==> config.mk <==
export PLATFORM = sky130hd
export DESIGN_NAME = fir_decimator
export DESIGN_NICKNAME = d
export VERILOG_FILES = /design/src/rtl/fir_pkg.sv /design/src/rtl/fir_dec_fifo.sv /design/src/rtl/fir_decimator.sv
export SDC_FILE = /design/constraint.sdc
export NUM_CORES = 1
export LEC_CHECK = 0
export BUFFER_PORTS_ARGS = -buffer_cell sky130_fd_sc_hd__buf_2
export CAP_MARGIN = 0
export CORE_UTILIZATION = 55
export DETAILED_ROUTE_END_ITERATION = 12
export GPL_ROUTABILITY_DRIVEN = 0
export PLACE_DENSITY = 0.74
export SLEW_MARGIN = 5
export SYNTH_ARGS = -nofsm -noshare
export SYNTH_HDL_FRONTEND = slang
export SYNTH_SLANG_ARGS = --single-unit
==> constraint.sdc <==
create_clock -name clk -period 3.8 [get_ports clk]
set_input_delay 0.38 -clock clk [delete_from_list [all_inputs] [get_ports clk]]
set_output_delay 0.38 -clock clk [all_outputs]
set_load 0.1 [all_outputs]
==> src/rtl/fir_pkg.sv <==
// Shared definitions for the 8-bit signed FIR datapath and its back-end stages.
package fir_pkg;

  localparam int N_DEF = 8;

  function automatic int clog2(input int v);
    int r;
    r = 0;
    while ((1 << r) < v) r++;
    return r;
  endfunction

  function automatic logic signed [31:0] sat_signed(
    input logic signed [31:0] v,
    input int                 width
  );
    logic signed [31:0] hi;
    logic signed [31:0] lo;
    hi = (32'sd1 <<< (width - 1)) - 32'sd1;
    lo = -(32'sd1 <<< (width - 1));
    if (v > hi)      return hi;
    else if (v < lo) return lo;
    else             return v;
  endfunction

endpackage

==> src/rtl/fir_dec_fifo.sv <==
// Synchronous show-ahead FIFO; head word is visible whenever not empty.
module fir_dec_fifo
  import fir_pkg::*;
#(
  parameter int W     = N_DEF,
  parameter int DEPTH = 4
) (
  input  logic                   clk,
  input  logic                   reset_n,
  input  logic                   push,
  input  logic                   pop,
  input  logic [W-1:0]           din,
  output logic [W-1:0]           dout,
  output logic                   full,
  output logic                   empty,
  output logic [clog2(DEPTH):0]  level
);

  localparam int AW = clog2(DEPTH);

  logic [W-1:0] mem [DEPTH];
  logic [AW:0]  wptr;
  logic [AW:0]  rptr;
  logic         wr;
  logic         rd;

  assign level = wptr - rptr;
  assign full  = (level == (AW + 1)'(DEPTH));
  assign empty = (wptr == rptr);
  assign rd    = pop & ~empty;
  assign wr    = push & (~full | rd);
  assign dout  = mem[rptr[AW-1:0]];

  always_ff @(posedge clk or negedge reset_n) begin
    if (!reset_n) begin
      wptr <= '0;
      rptr <= '0;
      for (int i = 0; i < DEPTH; i++)
        mem[i] <= '0;
    end else begin
      if (wr) begin
        mem[wptr[AW-1:0]] <= din;
        wptr              <= wptr + 1'b1;
      end
      if (rd)
        rptr <= rptr + 1'b1;
    end
  end

endmodule

==> src/rtl/fir_decimator.sv <==
// Integrate-and-dump decimator: primes, sums DECIM samples, scales,
// saturates and queues results for a valid/ready consumer.
module fir_decimator
  import fir_pkg::*;
#(
  parameter int N     = N_DEF,
  parameter int DECIM = 4,
  parameter int SHIFT = 2,
  parameter int DEPTH = 4,
  parameter int PRIME = 6
) (
  input  logic                   clk,
  input  logic                   reset_n,
  input  logic                   in_valid,
  input  logic [N-1:0]           data_in,
  input  logic                   dec_ready,
  output logic                   dec_valid,
  output logic [N-1:0]           dec_data,
  output logic [clog2(DEPTH):0]  fifo_level,
  output logic                   sat_pulse,
  output logic                   overflow,
  input  logic                   clr_overflow
);

  localparam int AW = N + clog2(DECIM);
  localparam int PW = clog2(DECIM);
  localparam int CW = (PRIME > 0) ? clog2(PRIME + 1) : 1;

  logic [CW-1:0]        prime_cnt;
  logic                 primed;
  logic [PW-1:0]        phase;
  logic signed [AW-1:0] acc;
  logic signed [AW-1:0] sum;
  logic signed [AW-1:0] scaled;
  logic signed [31:0]   scaled32;
  logic signed [31:0]   sat_val;
  logic                 last;

  logic                 r_valid;
  logic                 r_sat;
  logic [N-1:0]         r_data;

  logic                 pop;
  logic                 full;
  logic                 empty;
  logic                 accept;
  logic                 drop;

  assign primed   = (prime_cnt == CW'(PRIME));
  assign last     = in_valid & primed & (phase == PW'(DECIM - 1));
  assign sum      = acc + {{(AW-N){data_in[N-1]}}, data_in};
  assign scaled   = sum >>> SHIFT;
  assign scaled32 = $signed({{(32-AW){scaled[AW-1]}}, scaled});
  assign sat_val  = sat_signed(scaled32, N);

  always_ff @(posedge clk or negedge reset_n) begin
    if (!reset_n) begin
      prime_cnt <= '0;
      phase     <= '0;
      acc       <= '0;
      r_valid   <= 1'b0;
      r_sat     <= 1'b0;
      r_data    <= '0;
    end else begin
      r_valid <= last;
      if (last) begin
        r_data <= sat_val[N-1:0];
        r_sat  <= (sat_val != scaled32);
      end
      if (in_valid) begin
        if (!primed) begin
          prime_cnt <= prime_cnt + 1'b1;
        end else if (last) begin
          acc   <= '0;
          phase <= '0;
        end else begin
          acc   <= sum;
          phase <= phase + 1'b1;
        end
      end
    end
  end

  // A full FIFO still takes the result if the head leaves this cycle.
  assign pop       = dec_valid & dec_ready;
  assign accept    = r_valid & (~full | pop);
  assign drop      = r_valid & full & ~pop;
  assign sat_pulse = accept & r_sat;
  assign dec_valid = ~empty;

  always_ff @(posedge clk or negedge reset_n) begin
    if (!reset_n)
      overflow <= 1'b0;
    else if (drop)
      overflow <= 1'b1;
    else if (clr_overflow)
      overflow <= 1'b0;
  end

  fir_dec_fifo #(
    .W     (N),
    .DEPTH (DEPTH)
  ) u_fifo (
    .clk     (clk),
    .reset_n (reset_n),
    .push    (accept),
    .pop     (pop),
    .din     (r_data),
    .dout    (dec_data),
    .full    (full),
    .empty   (empty),
    .level   (fifo_level)
  );

endmodule
==> reports/metrics.yaml, run 1 <==
synth_fp_nets: 306
fin_ws_ns: 0.4667
yosysSeqAreaShare_pct: 47.76
grt_overflow: 0
placed_cell_area_mm2: 0.003581
clk_latency_ns: 0.34
drt_iter0_drc: 71
setup_viol: 0
grt_setup_unrepaired: "false"
rows: 28
cp_data_required_time_ns: 3.42
worst_pin_slew_ns: 0.8135
final.setup_skew_ns: 0.008926
reg2reg_to: "u_fifo.mem[0]"
hpwl_mm: 4.520
dr.pass1.iters: 4
cts_max_path_buffers: 2
power_per_cell_area_mw_per_mm2: 736.3
critical_path_class: "reg2out"
slew_headroom_pct: 45.77
dieArea_mm2: 0.006413
min_period_ns: 3.333
ioPinCount: 27
p_total_mw: 2.824
synthesis.area_mm2: 0.003353
synth_cell_types: 44
ir_drop_uv: 645.0
clock_sinks: 64
instances_no_fill: 388
postRouteAntennaNets: 0
synth_top_area_share_pct: 47.76
initial_core_util_pct: 56.97
clock.fmax_mhz: 300.0
post-place-ws_ns: 0.8290
antenna_cells: 0
io_buffer_count: 26
cts_buffers: 9
num-nets-final: 342
synth_top_area_cell: "dfrtp_1"
grt_pass1_vias: 2286
worstHoldPathType: "in2async"
core_mm2: 0.005886
routed_wl_mm: 6.326
die_h_um: 80.08
viasPerCell: 5.631
postCtsHoldBufs: 0
ys_warn_count: 0
antenna_found_initial: 0
final_area_mm2: 0.003835
outcome: "finished, final reports clean"
dp.cells: 372
cts_root_buffer: "clkbuf_8"
crit_arrival_ns: 2.95
p_leak_nw: 1.955
nFillCells: 450
ys_top_cells_by_area: "dfrtp_1, mux2_2, ha_1"
crit_end: "sat_pulse"
drc: 0
whs_ns: 0.1284
synth_cells: 272
cts.htree.levels: 3
startpoint_type: "flop"
syn_area_per_cell_um2: 12.33
drv_cap: 0
routedWlPerCell_um: 16.30
grt_max_degree: 38
track_usage_pct: 23.44
fin_util_pct: 65.16
endpoint_kind: "primary output"
area_delta_synth_final_pct: 14.37
slew_violations: 0
r2r_cells: 8
reg2reg_slack_ns: 0.94
cts_setup_buffers: 0
cts_resized: 0
hold_viol: 0
r2r_start: "u_fifo.rptr[0]"
cts_tree: "built"
period_share_pct: 87.72
die_w_um: 80.08
crit_fanout: 11
vias: 2185
drive_above_1_share_pct: 30.99
grt_pass1_wl_mm: 10.95
ys_ff_latch: 64
clk_pin_slew_worst_paths_ns: 0.08
startpoint: "u_fifo.rptr[0]"
setup_tns_ns: 0
==> cell usage in the layout, fill, tap and decap left out, drive strengths merged, types with 3 or more instances in the layout <==
cell / synthesis / routed
nor2: 7 / 7
mux2: 38 / 38
o31ai: 3 / 3
and2: 4 / 4
bufinv: 0 / 3
mux4: 8 / 8
a21oi: 9 / 9
or3: 3 / 3
nand3: 6 / 6
clkbuf: 3 / 10
o21ai: 16 / 16
nor3: 5 / 5
clkinv: 0 / 3
dfrtp: 64 / 64
ha: 19 / 19
inv: 16 / 16
nand2b: 4 / 4
xor2: 5 / 5
nand2: 23 / 23
a22o: 5 / 5
or4: 4 / 4
xnor2: 6 / 6
buf: 0 / 28
==> Yosys cell counts (all sizes together) <==
library cell  number
o21ai             16
xnor2              6
o211ai             1
nand3              6
and2               4
o31a               1
or3                3
fa                 2
a21o               1
a21boi             1
clkbuf             3
o21bai             1
or4                4
xor2               5
o2111ai            2
o21a               1
o2111a             1
o211a              1
nand2             23
or4b               1
a221oi             1
xor3               1
a211oi             1
ha                19
a22o               5
mux2              38
nor2b              2
nand4              2
a31oi              2
inv               16
nor2               7
mux4               8
dfrtp             64
and3               2
nand2b             4
nor3               5
a21oi              9
o31ai              3
==> kinds of logic after synthesis <==
group                    after synthesis  share of synthesized area (%)
adder cells (fa/ha/maj)               21                          8.284
multiplexers                          46                          18.36
flip-flops                            64                          47.76
AO/OA/AOI/OAI                         47                          9.441
buffers and inverters                 19                          2.127
AND/OR/NAND/NOR                       63                          10.45
XOR/XNOR                              12                          3.582
==> per-layer routing <==
metal / up-vias / global-route usage, % / part of all wire, %
met5: - / 0 / 0
met2: 34 / 38.29 / 49
met4: 0 / 9.286 / 1.8
li1: 1063 / - / -
met1: 1077 / 29.98 / 46
met3: 11 / 5.795 / 3.1
==> critical path, stage by stage (launching register included) <==
cell	delay (ns)
dfrtp_1	0.61
ha_1	0.35
fa_1	0.37
xor3_1	0.39
and3_4	0.21
a21boi_4	0.14
and2_2	0.14
buf_2	0.41
==> how the worst min path moves through the flow <==
stage          startpoint              to  slack (ns)
2_1_floorplan     reset_n          acc[0]        0.08
3_3_place_gp       acc[2]          acc[2]        0.47
3_5_place_dp       acc[2]          acc[2]        0.47
4_1_cts           reset_n  u_fifo.rptr[1]        0.14
5_1_grt           reset_n  u_fifo.wptr[0]        0.20
6_report          reset_n  u_fifo.wptr[1]        0.13
==> flip-flops by register name (all words and copies together), names as in the netlist <==
| register | flops |
|---|---|
| r_valid | 1 |
| r_sat | 1 |
| u_fifo.wptr | 3 |
| r_data | 8 |
| overflow | 1 |
| u_fifo.mem | 32 |
| u_fifo.rptr | 3 |
| acc | 10 |
| prime_cnt | 3 |
| phase | 2 |
==> power breakdown <==
group / internal [mW] / total [mW] / switching (mW)
logic: 0.401 / 1.13 / 0.727
clock network: 0.457 / 0.723 / 0.266
registers: 0.811 / 0.973 / 0.163
total: 1.67 / 2.82 / 1.16
==> area by class of cell <==
type	count	area (µm²)	share of cell area, %
multi-input cells	189	1680	43.82
clock inverters	6	116.4	3.034
flip-flops and latches	64	1602	41.76
inverters	16	60.06	1.566
repair buffers	28	145.1	3.785
clock buffers	10	137.6	3.589
well taps	75	93.84	2.447
(Power assumes the default switching activity.)
==> inputs of run 2 (changes only) <==
- BUFFER_PORTS_ARGS: -buffer_cell sky130_fd_sc_hd__buf_2 -> default
- DONT_BUFFER_PORTS: default -> 1
- PLACE_DENSITY: 0.74 -> 0.7
==> reports/metrics.yaml, run 2 (synthesized netlist as in run 1, its figures left out) <==
drc: 0  # unchanged
routedWlPerCell_um: 16.72  # +2.5%
area_delta_synth_final_pct: 10.97
antenna_cells: 0  # unchanged
initial_core_util_pct: 56.97  # unchanged
clk_latency_ns: 0.34  # about the same
hold_viol: 0  # unchanged
whs_ns: 0.1685  # +0.04001 ns
final_common_cell: "dfrtp_1"
fin_ws_ns: 0.6642  # +0.1975 ns
routed_wl_mm: 6.135  # -3.0%
postCtsHoldBufs: 2  # +2
dr.pass1.iters: 4  # unchanged
cts_buffers: 9  # unchanged
path_cells: "inv_1, ha_1, fa_1, xor3_1, and3_4, a21boi_4, and2_2, buf_12"
post-place-ws_ns: 1.000  # +0.1714 ns
clock_sinks: 64  # unchanged
dp.cells: 349  # -6.2%
largest_reg_flops: 32  # unchanged
antenna_found_initial: 0  # unchanged
layout_common_cells: "dfrtp_1, mux2_2, nand2_1, ha_1, o21ai_0"
postRouteAntennaNets: 0  # unchanged
reg2reg_slack_ns: 1.15  # +0.21 ns
placed_cell_area_mm2: 0.003486  # -2.7%
cts_max_path_buffers: 2  # unchanged
io_buffer_count: 0  # -100%
ir_drop_uv: 656.4  # +1.8%
instances_no_fill: 367  # -5.4%
crit_fanout: 8  # -3
ioPinCount: 27  # unchanged
cts_root_buffer: "clkbuf_8"
core_mm2: 0.005886  # unchanged
outcome: "finished, final reports clean"
cp_slowest_cell: "dfrtp_1"
die_w_um: 80.08  # unchanged
worst_pin_slew_ns: 0.8872  # +0.07369 ns
grt_max_degree: 65  # +71%
power_per_cell_area_mw_per_mm2: 721.8  # -2.0%
vias: 2089  # -4.4%
final.setup_skew_ns: 0.004733  # -0.004194 ns
nFillCells: 472  # +4.9%
grt_pass1_wl_mm: 10.49  # -4.2%
hpwl_mm: 4.277  # -5.4%
p_leak_nw: 1.844  # -5.7%
top_register: "u_fifo.mem"
drive_above_1_share_pct: 25.34  # -5.6 points
setup_viol: 0  # unchanged
crit_arrival_ns: 2.76  # -0.19 ns
dieArea_mm2: 0.006413  # unchanged
fin_util_pct: 63.22  # -1.9 points
cts_resized: 0  # unchanged
setup_tns_ns: 0  # unchanged
startpoint_type: "flop"
min_period_ns: 3.136  # -0.1975 ns
cts_setup_buffers: 0  # unchanged
drt_iter0_drc: 60  # -15%
cts_tree: "built"
grt_overflow: 0  # unchanged
period_share_pct: 82.52  # -5.2 points
viasPerCell: 5.692  # +1.1%
final_area_mm2: 0.003721  # -3.0%
cp_data_required_time_ns: 3.42  # about the same
cpPeakStageDelay_ns: 0.38  # -0.23 ns
slew_violations: 0  # unchanged
worstHoldPathType: "in2reg"
cts.htree.levels: 3  # unchanged
critical_path_class: "reg2out"
num-nets-final: 321  # -6.1%
grt_setup_unrepaired: "false"
endpoint_kind: "primary output"
p_total_mw: 2.686  # -4.9%
reg_top3: "u_fifo.mem (32), acc (10), r_data (8)"
clock.fmax_mhz: 318.9  # +6.3%
rows: 28  # unchanged
die_h_um: 80.08  # unchanged
slew_headroom_pct: 40.85  # -4.9 points
grt_pass1_vias: 2176  # -4.8%
clk_pin_slew_worst_paths_ns: 0.07  # about the same
drv_cap: 0  # unchanged
track_usage_pct: 22.24  # -1.2 points
-- run 2: changes by cell type in the layout (fill, tap and decap cells not counted) --
| cell | before | now |
|---|---|---|
| buf_2 | 26 | 0 |
| buf_4 | 2 | 4 |
| bufinv_16 | 3 | 1 |
| clkinv_2 | 0 | 2 |
| clkinv_4 | 3 | 1 |
| buf_12 | 0 | 1 |
| buf_16 | 0 | 1 |
| clkbuf_1 | 0 | 1 |
| clkinvlp_4 | 0 | 1 |
| dlygate4sd3_1 | 0 | 1 |
-- run 2: final timing paths --
kind                                      from        endpoint  cells after the start
min in group asynchronous              reset_n  u_fifo.mem[16]                      2
worst min-delay path              clr_overflow        overflow                      1
max in group asynchronous              reset_n          acc[8]                      2
worst max register to register  u_fifo.wptr[0]   u_fifo.mem[0]                      8
worst min register to register          acc[0]          acc[0]                      2
worst max-delay path            u_fifo.wptr[0]       sat_pulse                      8
-- run 2: layer usage --
layer / wire, µm / vias up / track usage (%)
li1: - / 1024 / -
met3: 240 / 13 / 5.114
met5: 0 / - / 0
met2: 2865 / 37 / 34.87
met1: 2912 / 1015 / 28.72
met4: 116 / 0 / 11.61
-- run 2: critical path: cells and delay by family, from the launching register on --
kind | cells | cell delay (ns)
flops | 1 | 0.38
buf+inv | 2 | 0.28
xor+xnor | 1 | 0.38
simple gates | 2 | 0.45
compound gates | 1 | 0.36
fa+ha+maj | 2 | 0.56
-- run 2: where the power goes --
| part | internal, mW | total [mW] | leakage, nW | switching (mW) |
|---|---|---|---|---|
| logic | 0.411 | 1.15 | 0.895 | 0.743 |
| registers | 0.812 | 0.952 | 0.849 | 0.141 |
| clock network | 0.320 | 0.580 | 0.0993 | 0.260 |
| total | 1.54 | 2.69 | 1.84 | 1.14 |
-- run 2: cell type report --
class / instances / area (µm²) / share of cell area, %
Clock buffer: 11 / 141.4 / 3.800
Clock inverter: 5 / 56.30 / 1.513
Inverter: 16 / 60.06 / 1.614
Multi-Input combinational cell: 189 / 1680 / 45.16
Sequential cell: 64 / 1602 / 43.04
Tap cell: 75 / 93.84 / 2.522
Timing Repair Buffer: 7 / 87.58 / 2.354
